===== src/rtl/pin_entry_ctrl_pkg.sv =====
// Shared definitions for the PIN entry front-end: authenticator status encodings,
// keypad codes and controller state encoding.
package pin_entry_ctrl_pkg;

   localparam logic ACCOUNT_FOUND             = 1'b1;
   localparam logic ACCOUNT_NOT_FOUND         = 1'b0;
   localparam logic ACCOUNT_AUTHENTICATED     = 1'b1;
   localparam logic ACCOUNT_NOT_AUTHENTICATED = 1'b0;

   localparam logic [3:0] KEY_CLEAR = 4'hA;
   localparam logic [3:0] KEY_ENTER = 4'hB;

   localparam logic [2:0] PIN_DIGITS = 3'd4;

   typedef enum logic [2:0] {
      StIdle,
      StCollect,
      StCheck,
      StGranted,
      StLocked
   } state_e;

   // Codes 0-9 are PIN digits; everything above is a control or unused key.
   function automatic logic is_digit(input logic [3:0] code);
      return code <= 4'd9;
   endfunction

endpackage


===== src/rtl/pin_entry_ctrl_shift_reg.sv =====
// pin_shift_reg: 4-digit BCD shift register with digit counter. New digits enter at the
// bottom so the first digit ends up in pin_o[15:12]; shifts beyond four digits are dropped.
module pin_shift_reg
   import pin_entry_ctrl_pkg::*;
(
   input  logic        clk,
   input  logic        rst_n,
   input  logic        clr_i,
   input  logic        shift_i,
   input  logic [3:0]  digit_i,
   output logic [15:0] pin_o,
   output logic [2:0]  cnt_o
);

   logic [15:0] pin_q, pin_d;
   logic [2:0]  cnt_q, cnt_d;

   // Next-state: clear wins over shift; saturate at four digits.
   always_comb begin
      pin_d = pin_q;
      cnt_d = cnt_q;
      if (clr_i) begin
         pin_d = '0;
         cnt_d = '0;
      end else if (shift_i && (cnt_q < PIN_DIGITS)) begin
         pin_d = {pin_q[11:0], digit_i};
         cnt_d = cnt_q + 3'd1;
      end
   end

   // Digit storage and count registers.
   always_ff @(posedge clk or negedge rst_n) begin
      if (!rst_n) begin
         pin_q <= '0;
         cnt_q <= '0;
      end else begin
         pin_q <= pin_d;
         cnt_q <= cnt_d;
      end
   end

   assign pin_o = pin_q;
   assign cnt_o = cnt_q;

endmodule


===== src/rtl/pin_entry_ctrl.sv =====
// pin_entry_ctrl: captures card account number and keypad PIN, requests authentication,
// grants a session or counts failed attempts and locks the terminal.
// Optional feature macro LOCKOUT_TIMER_EN: LOCKED self-clears after LOCK_CYCLES clocks;
// without it LOCKED is held until reset.
module pin_entry_ctrl
   import pin_entry_ctrl_pkg::*;
#(
   parameter int unsigned MAX_TRIES   = 3,
   parameter int unsigned AUTH_LAT    = 1,
   parameter int unsigned LOCK_CYCLES = 1000
) (
   input  logic        clk,
   input  logic        rst_n,
   input  logic        card_in,
   input  logic [3:0]  acc_num_in,
   input  logic        key_valid,
   input  logic [3:0]  key_code,
   input  logic        acc_found_stat,
   input  logic        acc_auth_stat,
   output logic [3:0]  acc_num,
   output logic [15:0] pin,
   output logic        auth_req,
   output logic        session_ok,
   output logic        auth_fail,
   output logic        bad_card,
   output logic        locked,
   output logic [1:0]  tries_left,
   output logic [2:0]  digit_cnt
);

   if (MAX_TRIES < 1 || MAX_TRIES > 3 || AUTH_LAT < 1 || AUTH_LAT > 7 || LOCK_CYCLES < 1)
   begin : g_param_check
      $error("pin_entry_ctrl: parameter out of range");
   end

   state_e     state_q, state_d;
   logic [3:0] acc_q, acc_d;
   logic [1:0] tries_q, tries_d;
   logic [2:0] lat_q, lat_d;
   logic       fail_q, fail_d;
   logic       bad_q, bad_d;
   logic       pin_clr, pin_shift;

`ifdef LOCKOUT_TIMER_EN
   localparam int unsigned LockW = $clog2(LOCK_CYCLES + 1);
   logic [LockW-1:0] lock_cnt_q, lock_cnt_d;
`endif

   pin_shift_reg u_pin_shift_reg (
      .clk     (clk),
      .rst_n   (rst_n),
      .clr_i   (pin_clr),
      .shift_i (pin_shift),
      .digit_i (key_code),
      .pin_o   (pin),
      .cnt_o   (digit_cnt)
   );

   // Next-state and datapath control; card removal takes priority over keys and sampling.
   always_comb begin
      state_d   = state_q;
      acc_d     = acc_q;
      tries_d   = tries_q;
      lat_d     = lat_q;
      fail_d    = 1'b0;
      bad_d     = 1'b0;
      pin_clr   = 1'b0;
      pin_shift = 1'b0;
`ifdef LOCKOUT_TIMER_EN
      lock_cnt_d = '0;
`endif
      unique case (state_q)
         StIdle: begin
            pin_clr = 1'b1;
            if (card_in) begin
               acc_d   = acc_num_in;
               tries_d = 2'(MAX_TRIES);
               state_d = StCollect;
            end
         end
         StCollect: begin
            if (!card_in) begin
               pin_clr = 1'b1;
               state_d = StIdle;
            end else if (key_valid) begin
               if (is_digit(key_code)) begin
                  pin_shift = 1'b1;
               end else if (key_code == KEY_CLEAR) begin
                  pin_clr = 1'b1;
               end else if (key_code == KEY_ENTER && digit_cnt == PIN_DIGITS) begin
                  lat_d   = '0;
                  state_d = StCheck;
               end
            end
         end
         StCheck: begin
            if (!card_in) begin
               pin_clr = 1'b1;
               state_d = StIdle;
            end else if (lat_q == 3'(AUTH_LAT - 1)) begin
               if (acc_found_stat == ACCOUNT_NOT_FOUND) begin
                  bad_d   = 1'b1;
                  pin_clr = 1'b1;
                  state_d = StIdle;
               end else if (acc_auth_stat == ACCOUNT_AUTHENTICATED) begin
                  state_d = StGranted;
               end else begin
                  tries_d = tries_q - 2'd1;
                  pin_clr = 1'b1;
                  if (tries_q == 2'd1) begin
                     state_d = StLocked;
                  end else begin
                     fail_d  = 1'b1;
                     state_d = StCollect;
                  end
               end
            end else begin
               lat_d = lat_q + 3'd1;
            end
         end
         StGranted: begin
            if (!card_in) begin
               pin_clr = 1'b1;
               state_d = StIdle;
            end
         end
         StLocked: begin
            pin_clr = 1'b1;
`ifdef LOCKOUT_TIMER_EN
            if (lock_cnt_q == LockW'(LOCK_CYCLES - 1)) begin
               state_d = StIdle;
            end else begin
               lock_cnt_d = lock_cnt_q + 1'b1;
            end
`endif
         end
         default: begin
            pin_clr = 1'b1;
            state_d = StIdle;
         end
      endcase
   end

   // Controller state, latched account, try counter, latency counter and status pulses.
   always_ff @(posedge clk or negedge rst_n) begin
      if (!rst_n) begin
         state_q <= StIdle;
         acc_q   <= '0;
         tries_q <= '0;
         lat_q   <= '0;
         fail_q  <= 1'b0;
         bad_q   <= 1'b0;
      end else begin
         state_q <= state_d;
         acc_q   <= acc_d;
         tries_q <= tries_d;
         lat_q   <= lat_d;
         fail_q  <= fail_d;
         bad_q   <= bad_d;
      end
   end

`ifdef LOCKOUT_TIMER_EN
   // Lockout duration counter, only runs while LOCKED.
   always_ff @(posedge clk or negedge rst_n) begin
      if (!rst_n) begin
         lock_cnt_q <= '0;
      end else begin
         lock_cnt_q <= lock_cnt_d;
      end
   end
`endif

   assign acc_num    = acc_q;
   assign tries_left = tries_q;
   assign auth_fail  = fail_q;
   assign bad_card   = bad_q;
   assign auth_req   = (state_q == StCheck);
   assign session_ok = (state_q == StGranted);
   assign locked     = (state_q == StLocked);

endmodule


===== config.mk =====
export PLATFORM = sky130hd
export DESIGN_NAME = pin_entry_ctrl
export DESIGN_NICKNAME = d
export VERILOG_FILES = /design/src/rtl/pin_entry_ctrl_pkg.sv /design/src/rtl/pin_entry_ctrl_shift_reg.sv /design/src/rtl/pin_entry_ctrl.sv
export SDC_FILE = /design/constraint.sdc
export NUM_CORES = 1
export LEC_CHECK = 0
export ABC_CLOCK_PERIOD_IN_PS = 1700
export CAP_MARGIN = 0
export CORE_MARGIN = 3
export CORE_UTILIZATION = 42
export CTS_BUF_LIST = sky130_fd_sc_hd__clkbuf_4
export DETAILED_ROUTE_END_ITERATION = 6
export PLACE_DENSITY = 0.73
export SETUP_SLACK_MARGIN = 0.02
export SLEW_MARGIN = 30
export SYNTH_ARGS = -nofsm -noshare
export SYNTH_HDL_FRONTEND = slang
export SYNTH_SLANG_ARGS = --single-unit

===== constraint.sdc =====
create_clock -name clk -period 1.7 [get_ports clk]
set_input_delay 0.17 -clock clk [delete_from_list [all_inputs] [get_ports clk]]
set_output_delay 0.17 -clock clk [all_outputs]
set_load 0.01 [all_outputs]

Yosys cells after proc, flatten, opt, wreduce, memory -nomap -nowiden
Index checks and enable logic that the tools add are counted.
{ "op_classes": {"add_sub_neg": 3, "n_lt_le_gt_ge": 2, "eq_ne": 25, "muxes": 55, "bitwise_logic": 1, "reduce_logical": 11} }
{ "ops": {"columns": ["cell", "count"], "rows": [
  ["$mux 3", 21],
  ["$mux 16", 2],
  ["$mux 1", 23],
  ["$ne 2x2->1 const B", 11],
  ["$reduce_and 8->1", 2],
  ["$pmux 3 s5", 1],
  ["$ne 3x3->1 const B", 4],
  ["$mux 2", 5],
  ["$eq 4x4->1 const B", 2],
  ["$add 3x1->3 const B", 2],
  ["$eq 3x2->1 const B", 2],
  ["$eq 3x3->1 const B", 2],
  ["$logic_not 3->1", 2],
  ["$pmux 3 s2", 1],
  ["$reduce_and 6->1", 1],
  ["$reduce_bool 2->1", 3],
  ["$le 4x4->1 const B", 1],
  ["$pmux 2 s2", 1],
  ["$eq 3x1->1 const B", 1],
  ["$lt 3x3->1 const B", 1],
  ["$ne 3x2->1 const B", 1],
  ["$pmux 1 s3", 1],
  ["$eq 2x1->1 const B", 1],
  ["$logic_and 1x1->1", 2],
  ["other kinds (4)", 4]
]} }
{ "word_totals": {"reg_bits": 33, "input_bits": 14, "out_inout_bits": 30, "elab_cells": 105} }

Longest topological paths before layout
Gate-level depths: netlist of the first run.
{ "depth": {"word_depth": 8, "mapped_depth": 8} }

Modules after synthesis
A second synthesis of the first run with hierarchy kept.
{ "hier_totals": {"hier_cells": 147, "hier_area_um2": 1705.4} }
{ "modules_own_cells": {"columns": ["mod", "n_inst", "cells_each", "area_each_um2", "seq_area_each_um2"], "rows": [
  ["pin_shift_reg", 1, 70, 879.6, 475.5],
  ["pin_entry_ctrl", 1, 77, 825.8, 350.3]
]} }

Least setup slack after synthesis of the first run
No wires, ideal clock.
{ "synth_path": {"path_kind": "reg2reg", "start": "register lat_q[0]", "end": "register u_pin_shift_reg.cnt_q[1], in the netlist u_pin_shift_reg.cnt_o[1]", "arrival_time_ns": 1.671, "required_ns": 1.625, "setup_slack_ns": -0.046, "stages_incl_launch_ff": 9, "synth_period_minus_slack_ns": 1.746, "path_cell_list": "dfrtp_1 -> inv_1 -> ha_1 -> nand2b_1 -> a211oi_1 -> or4_1 -> buf_2 -> buf_6 -> o2bb2ai_2"} }
{ "synth_via": {"elab_chain_len": 5} }
{ "synth_lines": {"columns": ["item", "line", "rtl"], "rows": [
  ["start, declared", "pin_entry_ctrl.sv:39", "logic [2:0] lat_q, lat_d;"],
  ["start signal, assigned", "pin_entry_ctrl.sv:157", "lat_q <= lat_d;"],
  ["$logic_not 3->1 (*)", "pin_entry_ctrl.sv:100", "end else if (lat_q == 3'(AUTH_LAT - 1)) begin"],
  ["$mux 1 (*)", "pin_entry_ctrl.sv:100", null],
  ["$mux 1 (*)", "pin_entry_ctrl.sv:97", "if (!card_in) begin"],
  ["$pmux 1 s3 (*)", "pin_entry_ctrl.sv:72", "unique case (state_q)"],
  ["$mux 3 / $reduce_bool 2->1 (equally long branches)", null, null],
  ["end signal, assigned", "pin_entry_ctrl_shift_reg.sv:38", "cnt_q <= cnt_d;"],
  ["end, declared", "pin_entry_ctrl_shift_reg.sv:16", "logic [2:0] cnt_q, cnt_d;"]
]} }
Mark *: on every way between the ends. The rest lies on a longest branch, timed or not.
A chain may end at the register's enable or synchronous reset.

Worst setup path in the final report of the first run
{ "layout_path": {"start": "register state_q[0]", "end": "register u_pin_shift_reg.pin_q[2], in the netlist u_pin_shift_reg.pin_o[2]"} }
{ "layout_via": {"elab_chain_len": 4} }
{ "layout_lines": {"columns": ["item", "line", "rtl"], "rows": [
  ["start, declared", "pin_entry_ctrl.sv:36", "state_e state_q, state_d;"],
  ["start signal, assigned", "pin_entry_ctrl.sv:147", "state_q <= StIdle;"],
  ["start signal, assigned", "pin_entry_ctrl.sv:154", "state_q <= state_d;"],
  ["$eq 3x1->1", "pin_entry_ctrl.sv:72", null],
  ["$mux 1", "pin_entry_ctrl.sv:72", null],
  ["$logic_and 1x1->1", "pin_entry_ctrl_shift_reg.sv:25", "end else if (shift_i && (cnt_q < PIN_DIGITS)) begin"],
  ["$reduce_bool 2->1 (no source line)", null, null],
  ["end signal, assigned", "pin_entry_ctrl_shift_reg.sv:37", "pin_q <= pin_d;"],
  ["end, declared", "pin_entry_ctrl_shift_reg.sv:15", "logic [15:0] pin_q, pin_d;"]
]} }
Parallel ways exist; a longest one is shown, timed or not.

==> results of run 1 <==
-- flip-flops by register name, indices dropped and copies added (netlist names) --
register	cells
acc_num	4
auth_fail	1
u_pin_shift_reg.pin_o	16
lat_q	3
bad_card	1
state_q	3
u_pin_shift_reg.cnt_o	3
tries_left	2
-- layout make-up --
| class | count | area, um2 | area share, % |
|---|---|---|---|
| repair buffers | 68 | 634 | 25.4 |
| clock inverters | 2 | 33.8 | 1.35 |
| clock buffers | 6 | 45.0 | 1.80 |
| multi-input cells | 111 | 875 | 35.0 |
| flip-flops and latches | 33 | 827 | 33.1 |
| well taps | 48 | 60.1 | 2.40 |
| inverters | 7 | 26.3 | 1.05 |
-- worst max-delay path by stage --
stage                                start                                    to  slack (ns)  cells past startpoint
floorplan             lat_q[0]$_DFFE_PN0P_  u_pin_shift_reg.cnt_o[1]$_DFFE_PN0P_        0.03                      8
global placement                 key_valid  u_pin_shift_reg.pin_o[1]$_DFFE_PN0P_       -0.14                      6
detailed placement               key_valid  u_pin_shift_reg.pin_o[5]$_DFFE_PN0P_       -0.27                      6
CTS                   lat_q[0]$_DFFE_PN0P_  u_pin_shift_reg.pin_o[5]$_DFFE_PN0P_        0.02                      7
global route        state_q[1]$_DFFE_PN0P_  u_pin_shift_reg.pin_o[5]$_DFFE_PN0P_        -0.1                      7
finish              state_q[0]$_DFFE_PN0P_  u_pin_shift_reg.pin_o[2]$_DFFE_PN0P_        0.02                      5
-- Yosys cell counts, drive strengths merged (3+ instances only) --
cell type / instances / area [um2]
nor2: 10 / 40.0
dfrtp: 33 / 826
o2bb2ai: 17 / 205
a21oi: 3 / 15.0
o21ai: 8 / 40.0
buf: 4 / 28.8
nor2b: 4 / 25.0
ha: 5 / 62.6
inv: 7 / 26.3
clkbuf: 3 / 11.3
nand2: 28 / 105
nor3: 3 / 15.0
nand2b: 3 / 18.8
mux2: 4 / 45.0
-- cell usage in the layout (no fill, tap or decap), types with 3 or more instances in the layout --
cell type        Yosys  final
a21oi_1              3      3
buf_4                1     20
buf_6                1      4
clkbuf_4             0      6
clkdlybuf4s50_1      0     40
dfrtp_1             33     32
ha_1                 5      4
inv_1                7      6
mux2_2               4      4
nand2_1             28     28
nand2b_1             3      3
nor2_1               9      8
nor2b_1              4      4
nor3_1               3      3
o21ai_0              7      7
o2bb2ai_1            8      3
o2bb2ai_2            9     13
-- cell families (layout without fill, tap and decap cells) --
family / count (synthesis) / after routing / synth area share [%]
flops: 33 / 33 / 49.3
buf+inv: 14 / 83 / 3.96
fa+ha+maj: 5 / 5 / 3.74
simple gates: 65 / 65 / 20.2
mux: 5 / 5 / 3.29
compound gates: 36 / 36 / 19.5
-- layer usage --
metal	global-route usage, %	vias up	part of all wire (%)
li1	-	701	-
met1	22.8	727	43
met2	27.3	50	51
met3	4.96	5	5.7
met4	6.51	0	0.60
met5	0	-	0
-- timing repair --
action                     CTS  global route
hold buffers                 0             0
setup endpoints to repair   22            24
pin swaps                    1             1
resized for setup           12            19
setup buffers                3             0
-- critical path: stages, from the launching register on --
cell and delay (ns):
dfrtp_1 0.44, nor4bb_4 0.17, nor3b_1 0.14, or4_4 0.52, buf_12 0.18, o2bb2ai_2 0.13
-- per-stage QoR --
step | setup WS, ns | power, uW | utilization [%] | instance area [um2] | hold WS (ns)
after floorplan | 0.0279 | 835 | - | 1680 | -0.126
after global placement | -0.141 | 914 | 61.2 | 2290 | 0.489
after detailed placement | -0.271 | 917 | 61.2 | 2290 | 0.496
after CTS | 0.0206 | 1500 | 64.7 | 2420 | 0.228
after global routing | -0.0971 | 1560 | 66.8 | 2500 | 0.253
final | 0.0248 | 1490 | 66.8 | 2500 | 0.214
-- report_power, final --
group / internal (uW) / total (uW) / switching [uW]
clock network: 322 / 590 / 267
logic: 60.1 / 106 / 46.3
registers: 792 / 797 / 5.83
total: 1170 / 1490 / 320
==> reports/metrics.csv, run 1 <==
stage,metric,value,unit
worst_setup_path,Setup crit start kind,flop,
finish,NumNets Final,245,
finish,filler instances,308,
floorplanning,die footprint,0.00478,mm2
worst_setup_path,WP data required,1.96,ns
synth,synthesized instance count,158,
clocking,root buffer cell,clkbuf_4,
synth,"Seq/Total Area, Yosys",49.3,%
grt,global-route wire length before repair,6700,um
routing,drt initial violations,131,
timing,Worst Tran Pin Value,0.405,ns
finish,Area Overhead vs Synth,49.4,%
timing,Clock Skews,0.0198,ns
synth,Post-synth EDFFs,0,
floorplanning,Die W,69.1,um
worst_setup_path,r2r startpoint,state_q[0]$_DFFE_PN0P_,
timing,Slew Limit Fails,0,
clocking,CTS tree,built,
grt,grt ovf,0,
clocking,H-tree depth,2,
grt,largest net degree at the start of global routing,34,
finish,# diodes,0,
outcome,run status,"finished, final reports clean",
floorplanning,Die Y,69.1,um
routing,DR vias/cell,5.39,
routing,DRC,0,
synth,top_reg_cell synth,dfrtp_1,
min_path,min-delay worst type,in2async,
worst_setup_path,CP max FO,19,
clocking,clk sink count,33,
timing,relative slew slack,73.0,%
clocking,TritonCTS Buffers,5,
timing,Final TNS setup,0,ns
place,Routability Congestion,0.779,
routing,drt wl/cell,15.2,um
place,hpwl dp,2960,um
clocking,"Clk pin slew, worst setup/hold paths",0.12,ns
floorplanning,initial core utilization,44.7,%
grt,initial antenna violation count,0,
finish,fraction of layout cells with a size suffix above 1,27.8,%
timing,FMAX,597,MHz
worst_setup_path,critical path class,reg2reg,
floorplanning,Core Region,0.00374,mm2
timing,unrepaired setup endpoints after global routing,yes,
worst_setup_path,crit path DAT,1.93,ns
grt,vias in the first global route,1424,
routing,post-route antenna net violation count,0,
synth,"FFs w/ async S/R, synth",100,%
synth,Yosys Warn Count,0,
grt,Total GRT Usage,17.4,%
worst_setup_path,Reg2Reg Setup Slack,0.02,ns
timing,period utilization,98.5,%
synth,"flops & latches, synth",33,
job,MaxCap Viol Count,0,
synth,Yosys cell types,40,
pwr,Leakage,0.00105,uW
synth,Mapped Avg Cell Area,10.6,um2
finish,"Cell Count, Final, Fillers Out",275,
clocking,Clock Tree Buf Depth,2,
floorplanning,IO Count,44,
routing,WL final,4190,um
worst_setup_path,cells on worst reg2reg path,5,
synth,syn_nets,177,
worst_setup_path,R2R Path End,u_pin_shift_reg.pin_o[2]$_DFFE_PN0P_,
timing,Tmin final,1.68,ns
floorplanning,# rows,22,
synth,Mapped Area,0.00167,mm2
timing,final setup fails,0,
pwr,PwrDens,597,mW/mm2
routing,TritonRoute pass-1 iters,4,
place,number of port buffers,43,
timing,final hold violations,0,
pwr,Max IR drop VDD,0.000541,V
routing,via count,1483,
clocking,worst-skew pair later-pin latency,0.34,ns
worst_setup_path,Worst setup EP type,flop,
place,dpl cells,264,
Power figures use the tool's default switching activity.
==> run 2: changes to the inputs <==
- CTS_CLUSTER_SIZE: default -> 12
- PLACE_DENSITY: 0.73 -> default
- PLACE_DENSITY_LB_ADDON: default -> 0.15
==> run 2 against run 1 <==
  * Global-route usage rose by 0.67 points
  * Total power up 9.6%
  * First-iteration DRC count down 36%
  * Clock-buffer cell count is 1 lower
  * Via count fell by 0.94%
  * Flip-flop and latch count stayed put
  * Combinational power hardly changed
  * Fmax up 2.9%
==> reports/metrics.csv, run 2 (synthesis gave the netlist of run 1 again) <==
stage,metric,value,unit,change
timing,Clock Skews,0.0130,ns,-0.00689 ns
worst_setup_path,WP data required,1.97,ns,about the same
finish,"Core Util, Final",66.5,%,-0.27 points
outcome,run status,"finished, final reports clean",,
floorplanning,Die Y,69.1,um,unchanged
clocking,Post-CTS Hold Buffers,0,,unchanged
timing,Slew Limit Fails,0,,unchanged
grt,global-route wire length before repair,6980,um,+4.1%
job,MaxCap Viol Count,0,,unchanged
grt,grt ovf,0,,unchanged
finish,NumNets Final,247,,+0.82%
clocking,TritonCTS Buffers,5,,unchanged
timing,Tmin final,1.63,ns,-0.0472 ns
pwr,Max IR drop VDD,0.000481,V,-11%
clocking,"Clk pin slew, worst setup/hold paths",0.11,ns,about the same
worst_setup_path,CP max FO,18,,-1
finish,"commonest non-fill, non-tap cell in the layout",clkdlybuf4s50_1,,
place,dpl cells,266,,+0.76%
finish,# diodes,0,,unchanged
timing,unrepaired setup endpoints after global routing,yes,,
timing,Worst Tran Pin Value,0.419,ns,+0.0142 ns
place,Routability Congestion,0.831,,+6.7%
routing,post-route antenna net violation count,0,,unchanged
finish,number of flip-flops in the largest register,16,,unchanged
clocking,H-tree depth,2,,unchanged
place,number of port buffers,43,,unchanged
grt,Total GRT Usage,18.1,%,+0.67 points
worst_setup_path,Worst setup EP type,flop,,
floorplanning,die footprint,0.00478,mm2,unchanged
place,hpwl dp,2880,um,-2.5%
floorplanning,initial core utilization,44.7,%,unchanged
clocking,clk sink count,33,,unchanged
timing,final hold violations,0,,unchanged
timing,relative slew slack,72.1,%,-0.95 points
routing,drt wl/cell,14.3,um,-6.4%
grt,vias in the first global route,1483,,+4.1%
worst_setup_path,critical path class,reg2reg,,
worst_setup_path,Crit path max-delay family,simple AND/OR/NAND/NOR gates,,
routing,WL final,3950,um,-5.7%
pwr,PwrDens,657,mW/mm2,+10%
clocking,root buffer cell,clkbuf_4,,
routing,DR vias/cell,5.30,,-1.7%
clocking,worst-skew pair later-pin latency,0.34,ns,about the same
timing,final setup fails,0,,unchanged
pwr,Leakage,0.00106,uW,+1.2%
finish,"Cell Count, Final, Fillers Out",277,,+0.73%
timing,period utilization,95.8,%,-2.8 points
grt,largest net degree at the start of global routing,34,,unchanged
routing,DRC,0,,unchanged
floorplanning,IO Count,44,,unchanged
routing,via count,1469,,-0.94%
floorplanning,Core Region,0.00374,mm2,unchanged
floorplanning,# rows,22,,unchanged
grt,initial antenna violation count,0,,unchanged
clocking,Clock Tree Buf Depth,2,,unchanged
worst_setup_path,crit path DAT,1.90,ns,-0.03 ns
clocking,CTS tree,built,,
timing,FMAX,614,MHz,+2.9%
worst_setup_path,critical path cell sequence,nor4bb_2 > nor3b_2 > or4_4 > buf_12 > o2bb2ai_1,,
finish,fraction of layout cells with a size suffix above 1,26.6,%,-1.1 points
worst_setup_path,CP bufs+invs,1,,unchanged
worst_setup_path,CP max stage delay,0.53,ns,about the same
finish,most frequent cells in the layout,"40 x clkdlybuf4s50_1, 32 x dfrtp_1, 28 x nand2_1, 25 x buf_4, 9 x o2bb2ai_2",,
worst_setup_path,Reg2Reg Setup Slack,0.07,ns,+0.05 ns
min_path,min-delay worst type,in2async,,
worst_setup_path,slowest cell on the critical path,or4_4,,
finish,Area Overhead vs Synth,48.8,%,
floorplanning,Die W,69.1,um,unchanged
routing,drt initial violations,84,,-36%
routing,TritonRoute pass-1 iters,4,,unchanged
worst_setup_path,Setup crit start kind,flop,,
## run 2: metal layers
layer	global-route usage [%]	routed length (um)	part of all wire (%)	vias to the layer above
li1	-	-	-	714
met2	27.5	1890	48	48
met5	0	0	0	-
met1	24.7	1790	45	700
met3	4.37	202	5.1	7
met4	7.16	68	1.7	0
## run 2: repair_timing
item / CTS / global route
endpoints found under the hold margin: 0 / 0
pin swaps: 0 / 1
cloned: 0 / 0
gates resized for setup: 8 / 10
buffers inserted: 2 / 1
setup endpoints to repair: 21 / 30
## run 2: area by class of cell
| class | instances | area (um2) |
|---|---|---|
| Clock buffer | 5 | 37.5 |
| Clock inverter | 3 | 65.1 |
| Fill cell | 309 | 1250 |
| Inverter | 7 | 26.3 |
| Multi-Input combinational cell | 111 | 832 |
| Sequential cell | 33 | 827 |
| Tap cell | 48 | 60.1 |
| Timing Repair Buffer | 70 | 643 |
## run 2: final timing paths
| kind | from | endpoint | depth (start not counted) |
|---|---|---|---|
| setup / recovery | state_q[0]$_DFFE_PN0P_ | u_pin_shift_reg.pin_o[5]$_DFFE_PN0P_ | 5 |
| hold / removal | rst_n | u_pin_shift_reg.cnt_o[0]$_DFFE_PN0P_ | 2 |
| setup reg to reg | state_q[0]$_DFFE_PN0P_ | u_pin_shift_reg.pin_o[5]$_DFFE_PN0P_ | 5 |
| hold reg to reg | acc_num[3]$_DFFE_PN0P_ | acc_num[3]$_DFFE_PN0P_ | 1 |
| max in group asynchronous | rst_n | state_q[2]$_DFFE_PN0P_ | 2 |
| min in group clk | acc_num_in[0] | acc_num[0]$_DFFE_PN0P_ | 2 |
## run 2: stage by stage
step	hold WS, ns	setup slack (ns)	total power, uW	TNS, ns	cell area [um2]
after global routing	0.260	-0.0129	1700	-0.0390	2490
after CTS	0.220	0.0280	1650	0	2450
after detailed placement	0.500	-0.199	921	-3.37	2320
after global placement	0.492	-0.159	918	-2.81	2320
after floorplan	-0.126	0.0279	835	0	1680
final	0.217	0.0720	1640	0	2490
## run 2: report_power, final
| group | internal (uW) | switching (uW) |
|---|---|---|
| logic | 63.7 | 45.1 |
| registers | 792 | 5.19 |
| clock network | 455 | 276 |
## run 2: worst reg2reg max path: stages (launching register included)
cell	delay [ns]
dfrtp_1	0.39
nor4bb_2	0.17
nor3b_2	0.16
or4_4	0.54
buf_12	0.18
o2bb2ai_1	0.13
==> run 3: changes to the inputs <==
- SLEW_MARGIN: 30 -> 20
==> results of run 3 <==
Final layout, timing and power as in run 2 (identical DEF).
